File: src/rtl/pkt_pkg.sv
// Shared constants and types for the sample packetiser.
//   SYNC_H / SYNC_L : frame sync bytes, sent first and excluded from the checksum
//   FRAME_OVERHEAD  : non-sample bytes per frame (sync x2, SEQ, LEN, CSUM)
//   pkt_state_e     : byte-emission FSM states
package pkt_pkg;

    localparam logic [7:0] SYNC_H = 8'hA5;
    localparam logic [7:0] SYNC_L = 8'h5A;

    localparam int unsigned FRAME_OVERHEAD = 5;

    typedef enum logic [2:0] {
        StIdle,
        StSyncH,
        StSyncL,
        StSeq,
        StLen,
        StDataMsb,
        StDataLsb,
        StCsum
    } pkt_state_e;

endpackage

File: src/rtl/sample_fifo.sv
// Synchronous 16-bit sample FIFO with a registered occupancy count.
//   clk, rst  : clock, synchronous active-high reset (empties the FIFO)
//   wr_en     : write request; ignored while full
//   wr_data   : sample to write
//   rd_en     : pop request; ignored while empty
//   rd_data   : current head (first-word fall-through)
//   count     : registered occupancy
//   full      : count == DEPTH
//   empty     : count == 0
module sample_fifo #(
    parameter int unsigned DEPTH = 64,
    localparam int unsigned AW = $clog2(DEPTH),
    localparam int unsigned CW = AW + 1
) (
    input  logic          clk,
    input  logic          rst,
    input  logic          wr_en,
    input  logic [15:0]   wr_data,
    input  logic          rd_en,
    output logic [15:0]   rd_data,
    output logic [CW-1:0] count,
    output logic          full,
    output logic          empty
);

    logic [15:0]   mem_q [DEPTH];
    logic [AW-1:0] wr_ptr_q, rd_ptr_q;
    logic [CW-1:0] count_q;
    logic          push, pop;

    // Fullness comes from last cycle's count, so a same-cycle pop never frees a slot.
    assign full    = (count_q == CW'(DEPTH));
    assign empty   = (count_q == '0);
    assign push    = wr_en & ~full;
    assign pop     = rd_en & ~empty;
    assign rd_data = mem_q[rd_ptr_q];
    assign count   = count_q;

    always_ff @(posedge clk) begin
        if (push) begin
            mem_q[wr_ptr_q] <= wr_data;
        end
    end

    always_ff @(posedge clk) begin
        if (rst) begin
            wr_ptr_q <= '0;
            rd_ptr_q <= '0;
            count_q  <= '0;
        end else begin
            if (push) begin
                wr_ptr_q <= wr_ptr_q + AW'(1);
            end
            if (pop) begin
                rd_ptr_q <= rd_ptr_q + AW'(1);
            end
            unique case ({push, pop})
                2'b10:   count_q <= count_q + CW'(1);
                2'b01:   count_q <= count_q - CW'(1);
                default: count_q <= count_q;
            endcase
        end
    end

endmodule

File: src/rtl/sample_packetiser.sv
// Buffers signed 16-bit samples and emits framed byte packets on a valid/ready stream:
//   A5 5A SEQ LEN {MSB LSB} x SAMPLES_PER_FRAME CSUM, CSUM = XOR of SEQ, LEN and sample bytes.
//   clk, rst               : clock, synchronous active-high reset
//   sample_in/sample_valid : input samples, one per qualified cycle
//   m_tdata/m_tvalid/m_tready/m_tlast : output byte stream, tlast on CSUM
//   overflow               : one-cycle pulse after a sample is dropped on a full FIFO
//   drop_count             : saturating dropped-sample count
module sample_packetiser
    import pkt_pkg::*;
#(
    parameter int unsigned SAMPLES_PER_FRAME = 16,
    parameter int unsigned FIFO_DEPTH        = 64
) (
    input  logic        clk,
    input  logic        rst,
    input  logic [15:0] sample_in,
    input  logic        sample_valid,
    output logic [7:0]  m_tdata,
    output logic        m_tvalid,
    input  logic        m_tready,
    output logic        m_tlast,
    output logic        overflow,
    output logic [15:0] drop_count
);

    localparam int unsigned    CntW        = $clog2(FIFO_DEPTH) + 1;
    localparam logic [CntW-1:0] FrameThresh = CntW'(SAMPLES_PER_FRAME);
    localparam logic [7:0]     LenByte     = 8'(SAMPLES_PER_FRAME);
    localparam logic [7:0]     LastIdx     = 8'(SAMPLES_PER_FRAME - 1);

    pkt_state_e      state_q, state_d;
    logic [7:0]      smp_cnt_q, smp_cnt_d;
    logic [7:0]      csum_q, csum_d;
    logic [7:0]      seq_q, seq_d;
    logic [15:0]     drop_cnt_q, drop_cnt_d;
    logic            overflow_q;

    logic [15:0]     fifo_rd_data;
    logic [CntW-1:0] fifo_count;
    logic            fifo_full, fifo_empty, fifo_rd;
    logic            hs, drop;

    sample_fifo #(
        .DEPTH (FIFO_DEPTH)
    ) u_fifo (
        .clk     (clk),
        .rst     (rst),
        .wr_en   (sample_valid),
        .wr_data (sample_in),
        .rd_en   (fifo_rd),
        .rd_data (fifo_rd_data),
        .count   (fifo_count),
        .full    (fifo_full),
        .empty   (fifo_empty)
    );

    assign m_tvalid   = (state_q != StIdle);
    assign hs         = m_tvalid & m_tready;
    assign drop       = sample_valid & fifo_full;
    assign overflow   = overflow_q;
    assign drop_count = drop_cnt_q;

    always_comb begin
        drop_cnt_d = drop_cnt_q;
        if (drop && (drop_cnt_q != 16'hFFFF)) begin
            drop_cnt_d = drop_cnt_q + 16'd1;
        end
    end

    // Byte mux and FSM. Everything is decoded from registered state, so tdata/tlast
    // stay put while the sink stalls.
    always_comb begin
        state_d   = state_q;
        smp_cnt_d = smp_cnt_q;
        csum_d    = csum_q;
        seq_d     = seq_q;
        m_tdata   = 8'h00;
        m_tlast   = 1'b0;
        fifo_rd   = 1'b0;
        unique case (state_q)
            StIdle: begin
                if (fifo_count >= FrameThresh) begin
                    state_d   = StSyncH;
                    csum_d    = 8'h00;
                    smp_cnt_d = 8'h00;
                end
            end
            StSyncH: begin
                m_tdata = SYNC_H;
                if (hs) state_d = StSyncL;
            end
            StSyncL: begin
                m_tdata = SYNC_L;
                if (hs) state_d = StSeq;
            end
            StSeq: begin
                m_tdata = seq_q;
                if (hs) begin
                    csum_d  = csum_q ^ seq_q;
                    state_d = StLen;
                end
            end
            StLen: begin
                m_tdata = LenByte;
                if (hs) begin
                    csum_d  = csum_q ^ LenByte;
                    state_d = StDataMsb;
                end
            end
            StDataMsb: begin
                m_tdata = fifo_rd_data[15:8];
                if (hs) begin
                    csum_d  = csum_q ^ fifo_rd_data[15:8];
                    state_d = StDataLsb;
                end
            end
            StDataLsb: begin
                m_tdata = fifo_rd_data[7:0];
                if (hs) begin
                    csum_d  = csum_q ^ fifo_rd_data[7:0];
                    fifo_rd = ~fifo_empty;
                    if (smp_cnt_q == LastIdx) begin
                        state_d = StCsum;
                    end else begin
                        smp_cnt_d = smp_cnt_q + 8'd1;
                        state_d   = StDataMsb;
                    end
                end
            end
            StCsum: begin
                m_tdata = csum_q;
                m_tlast = 1'b1;
                if (hs) begin
                    seq_d   = seq_q + 8'd1;
                    state_d = StIdle;
                end
            end
            default: state_d = StIdle;
        endcase
    end

    always_ff @(posedge clk) begin
        if (rst) begin
            state_q    <= StIdle;
            smp_cnt_q  <= 8'h00;
            csum_q     <= 8'h00;
            seq_q      <= 8'h00;
            drop_cnt_q <= 16'h0000;
            overflow_q <= 1'b0;
        end else begin
            state_q    <= state_d;
            smp_cnt_q  <= smp_cnt_d;
            csum_q     <= csum_d;
            seq_q      <= seq_d;
            drop_cnt_q <= drop_cnt_d;
            overflow_q <= drop;
        end
    end

endmodule

File: config.mk
export PLATFORM = sky130hd
export DESIGN_NAME = sample_packetiser
export DESIGN_NICKNAME = d
export VERILOG_FILES = /design/src/rtl/pkt_pkg.sv /design/src/rtl/sample_fifo.sv /design/src/rtl/sample_packetiser.sv
export SDC_FILE = /design/constraint.sdc
export NUM_CORES = 1
export LEC_CHECK = 0
export CAP_MARGIN = 5
export CORE_MARGIN = 4
export CORE_UTILIZATION = 39
export CTS_CLUSTER_DIAMETER = 60
export DETAILED_ROUTE_END_ITERATION = 16
export SYNTH_ARGS = -nofsm -noshare
export SYNTH_HDL_FRONTEND = slang
export SYNTH_SLANG_ARGS = --single-unit
export TNS_END_PERCENT = 30
File: constraint.sdc
create_clock -name clk -period 6 [get_ports clk]
set_clock_uncertainty 0.05 [all_clocks]
set_input_delay 1.5 -clock clk [delete_from_list [all_inputs] [get_ports clk]]
set_output_delay 1.5 -clock clk [all_outputs]
set_load 0.1 [all_outputs]
Word-level counts from Yosys, hierarchy flattened --
Memory sizes are Yosys's and may differ from the RTL's. A register that Yosys moved wholly into a read port is not among the register bits. Index checks and enable logic that the tools add are counted.
Word-level totals: memories kept 1, bits of input ports 20, latch bits 0, RAM bits 1024, output and inout port bits 27, register bits after elaboration 63, ROM bits 0
Memories:
- u_fifo.mem_q | depth 64, bits a word 16, rd ports 1, clocked after Yosys merged registers in 1, write ports 1, line sample_fifo.sv:26 | logic [15:0] mem_q [DEPTH];
Cells by class: reduce and logical (&&, ||, !) cells 13, divide/modulo/power cells 0, bitwise gates (word level) 11, equality and inequality tests 21, order comparisons 1, multiply operators 0, multiplexer cells 28, shift-type cells 0, add/sub/neg operators 7
Operator list (number):
- $pmux W8 S7 | 1
- $mux W8 | 6
- $pmux W8 S5 | 1
- $mux W3 | 8
- $pmux W3 S8 | 1
- $xor A8 B8 Y8 | 3
- $ne A2 B2 Y1 const B | 9
- $add A16 B1 Y16 const B | 1
- $add A8 B1 Y8 const B | 2
- $ne A16 B16 Y1 const B | 1
- $pmux W8 S2 | 1
- $pmux W7 S2 | 1
- $add A6 B1 Y6 const B | 2
- $eq A3 B3 Y1 const B | 4
- $mux W6 | 2
- $reduce_and A6 Y1 | 2
- $eq A8 B4 Y1 const B | 1
- $reduce_and A8 Y1 | 1
- $add A7 B1 Y7 const B | 1
- $eq A7 B7 Y1 const B | 1
- $ge A7 B5 Y1 const B | 1
- $logic_not A7 Y1 | 1
- $sub A7 B1 Y7 const B | 1
- $eq A3 B2 Y1 const B | 2
- other kinds (16) | 27

Longest topological paths before layout --
word-level depth 7, depth in mapped cells 15, mapped depth without buffers 14

Modules after synthesis --
A second synthesis with hierarchy kept.
Unflattened totals: cells, all modules 2255, area, all modules 43498.0 um^2
By module, submodules not included:
- sample_fifo | area an instance 40765.3 um^2, cells each 1915, instances 1
- sample_packetiser | area an instance 2732.6 um^2, cells each 340, instances 1

Least setup slack after synthesis --
No wires, ideal clock.
path type input-to-reg, start point in m_tready, end point reg u_fifo.count_q[6] (netlist: u_fifo.count[6]), arrival 5.015 ns, library setup time 0.070 ns, path slack 0.865 ns, stages on the path 14, required time 5.880 ns, cell sequence clkbuf_1 nand2_1 nor4b_1 ha_1 buf_1 xor2_1 ha_1 a21oi_1 o21ai_0 a221oi_1 a32o_1 a21oi_1 or3_1 a21oi_1
Between the ends: word-level cells in the longest chain between the ends 6
Ends and longest elaborated chain:
- start: declaration | line sample_packetiser.sv:20 | input logic m_tready,
- $and A1 B1 Y1 (*) | line sample_packetiser.sv:58 | assign hs = m_tvalid & m_tready;
- $mux W1 (*) | line sample_packetiser.sv:119 | if (hs) begin
- $mux W1 (*) | line sample_packetiser.sv:80 | unique case (state_q)
- $and A1 B1 Y1 (*) | line sample_fifo.sv:35 | assign pop = rd_en & ~empty;
- $eq A2 B1 Y1 or $eq A2 B2 Y1 (tied branches) | line sample_fifo.sv:57 | unique case ({push, pop})
- $pmux W7 S2 or $reduce_bool A2 Y1 (tied branches)
- end signal: assignment | line sample_fifo.sv:58 | 2'b10: count_q <= count_q + CW'(1);
- end signal: assignment | line sample_fifo.sv:59 | 2'b01: count_q <= count_q - CW'(1);
- end signal: assignment | line sample_fifo.sv:60 | default: count_q <= count_q;
- end: declaration | line sample_fifo.sv:28 | logic [CW-1:0] count_q;
Every way passes the cells marked *; elsewhere a longest branch is shown, timed or not. A chain may end at the register's enable or synchronous reset.

==> results.cfg <==
[status]
status = finished clean

[timing]
fin_hold_ws_ns = 0.425
relSlewSlack_pct = 9.86
period_minus_slack_ns = 5.78
tns_ns = 0
worst_slew_pin_slew_ns = 1.35
hold_viol_final = 0
setup_viol = 0
maxSlewViolCount = 0
fmax_mhz = 173
fin_crit_sh_pct = 96.3
grt_setup_unrepaired = false

[min_path]
hold_depth = 2
hold_end = csum_q[0]$_SDFFE_PP0P_
hp-start = csum_q[0]$_SDFFE_PP0P_
min_path_type = flop to flop

[cts]
cts_tree = done
cts_buffers = 110
clkSlewWorstSetupHoldPaths_ns = 0.06
cts_sinks = 1093
clk_latency_ns = 0.67
ctsHoldBuffers = 0
clk_path_buf_depth = 3
clockRootBuffer = clkbuf_16
cts_max_level = 3

[grt]
grt_max_degree = 67
overflow = 0
grt_pass1_vias = 21642
grt_antenna_before_repair = 6
grt_pass1_wl_um = 152000
track_usage_pct = 17.9

[detailed_routing]
vias_per_cell = 5.71
wl_um = 104000
routed-via-count = 21662
first_pass_iters = 5
wl_met3_um = 7430
drc = 0
first_iter_violations = 2599
wirelength_met1_um = 44500
highest_layer = met5
antenna_left = 0
wl_met2_um = 50200
wl_per_cell_um = 27.5

[die]
die-area_sq_mm = 0.115
core-area_sq_mm = 0.109
die_h_um = 339
rows = 121
ios = 47
initial_core_util_pct = 39.3
die_x_um = 339

[critical_path]
required_ns = 4.45
arrival_ns = 4.23
r2r_cells = 16
r2r_slack_ns = 1.90
cp_max_fo = 38
cp-end-kind = primary output
criticalPathCategory = flop to primary output
r2r-end = u_fifo.count[6]$_SDFFE_PP0P_
startpoint_type = flop
r2r_start = u_fifo.count[1]$_SDFFE_PP0P_

[layout]
final-seq-area_sq_mm = 0.0321
multi_input_area_sq_mm = 0.0101
layout_common_cells = 1024 x edfxtp_1, 278 x mux4_2, 134 x nor2_1
nFillCells = 9062
fin_nets = 2316
final_common_cell = edfxtp_1
post-route-util_pct = 45.3
final_layout_size_suffix_gt1_share_pct = 27.3
final_cell_count_no_fill = 3795
synthToLayoutAreaGrowth_pct = 15.2

[logic_synthesis]
synth_seq_cells = 1093
synth_area_leaders = edfxtp_1 72%, mux4_2 15%, dfxtp_1 3.2%
syn-instance-count = 2107
netlist-cell-type-count = 61
ys_warn_count = 0
synth_ff_type = edfxtp_1
syn-num-nets = 2135
yosysTopAreaCellShare_pct = 71.8
yosysTopAreaCell = edfxtp_1
async_flop_share_pct = 0
synth_edf_count = 1024
synth_area_sq_mm = 0.0428
synth-seq-area-share_pct = 75.0
avgSynthCellArea_sq_um = 20.3

[placement]
dp.cells = 3589
io_buffers = 46
routabilityCongestion = 0.796
dpl.hpwl_um = 60300

[flow_run]
drv_cap = 0

[pwr]
power.share.sequential_pct = 54.1
p_int_uw = 12400
p_sw_share_pct = 19.7
power_density_mw_per_mm2 = 313
power_frac_clock_pct = 44.5
combPwrFrac_pct = 1.4
peakVddDrop_uv = 252
power_switching_uw = 3040
leakage_uw = 0.0152
[power by group through the flow]
| stage | registers, uW | logic [uW] | clock network, uW |
|---|---|---|---|
| 4_1_cts | 8360 | 213 | 7010 |
| 2_1_floorplan | 8520 | 51.3 | 0 |
| 6_report | 8360 | 209 | 6880 |
| 3_3_place_gp | 8520 | 198 | 0 |
| 3_5_place_dp | 8520 | 213 | 0 |
| 5_1_grt | 8360 | 227 | 7350 |
[sequential cells by signal, summed over array words and instances, names as in the netlist, named ones only]
name / flops
csum_q: 8
drop_count: 16
overflow: 1
seq_q: 8
smp_cnt_q: 8
state_q: 3
u_fifo.count: 7
u_fifo.mem_q: 1024
u_fifo.rd_ptr_q: 6
u_fifo.wr_ptr_q: 6
[kinds of logic (layout without fill, tap and decap cells)]
logic type,Yosys count,count (layout),share of synthesized area [%]
buffers and inverters,126,399,1.53
other,0,1,0
and+or+nand+nor,339,339,3.72
adders and majority gates,8,8,0.234
DFF,1093,1093,75.0
xor gates and xnor gates,45,45,0.920
AOI/OAI and AO/OA,171,171,2.86
muxes,325,325,15.8
[worst max-delay path, cell delays in order, from the launching register on]
cell     delay [ns]
dfxtp_4        0.61
buf_12         0.34
buf_4          0.33
buf_4          0.23
mux4_2         0.52
o22ai_1        0.23
a211o_1        0.19
a41oi_1        0.12
nor3_1         0.51
nand2_1        0.21
buf_12         0.22
[routing by layer]
metal,GRT usage [%],vias to the layer above
li1,-,9084
met1,25.8,11598
met2,28.7,824
met3,2.79,152
met4,4.34,4
met5,0,-
[layout make-up]
cell class / count / area share, %
Tap cell: 1414 / 3.58
Clock buffer: 129 / 5.74
Antenna cell: 1 / 0.00507
Inverter: 16 / 0.122
Multi-Input combinational cell: 888 / 20.5
Timing Repair Buffer: 179 / 3.28
Clock inverter: 75 / 1.62
Sequential cell: 1093 / 65.1
[cells in the mapped netlist, types with 18 or more instances]
cell	instances
a21oi_1	28
buf_2	30
clkbuf_1	44
dfxtp_1	69
edfxtp_1	1024
mux2i_1	33
mux4_2	278
nand2_1	72
nand3_1	19
nor2_1	148
o211ai_1	19
o21ai_0	30
or3_1	18
xnor2_1	18
xor2_1	27
[repair_timing]
action | in CTS | in global routing
gates resized for setup | 4 | 0
setup endpoints to repair | 4 | 4
endpoints found under the hold margin | 0 | 0
setup buffers | 0 | 1
[worst max-delay path by stage]
stage               startpoint  cells after the start  slack, ns                            to
floorplan             m_tready                     14       0.86  u_fifo.count[6]$_SDFFE_PP0P_
detailed placement        flop                      9       0.54                    m_tdata[3]
finish                    flop                     10       0.22                    m_tdata[5]
CTS                       flop                      8       0.01                    m_tdata[3]
global placement          flop                      9       0.59                    m_tdata[3]
global route              flop                     10       0.01                    m_tdata[5]
[stage by stage]
stage	power [uW]	setup WS, ns	instance area (sq um)
6_report	15500	0.220	49400
5_1_grt	15900	0.0103	49400
4_1_cts	15600	0.0136	49300
3_5_place_dp	8740	0.536	45700
3_3_place_gp	8720	0.592	45700
2_1_floorplan	8570	0.865	42800
Note: power is estimated with default switching activity, not from simulation.
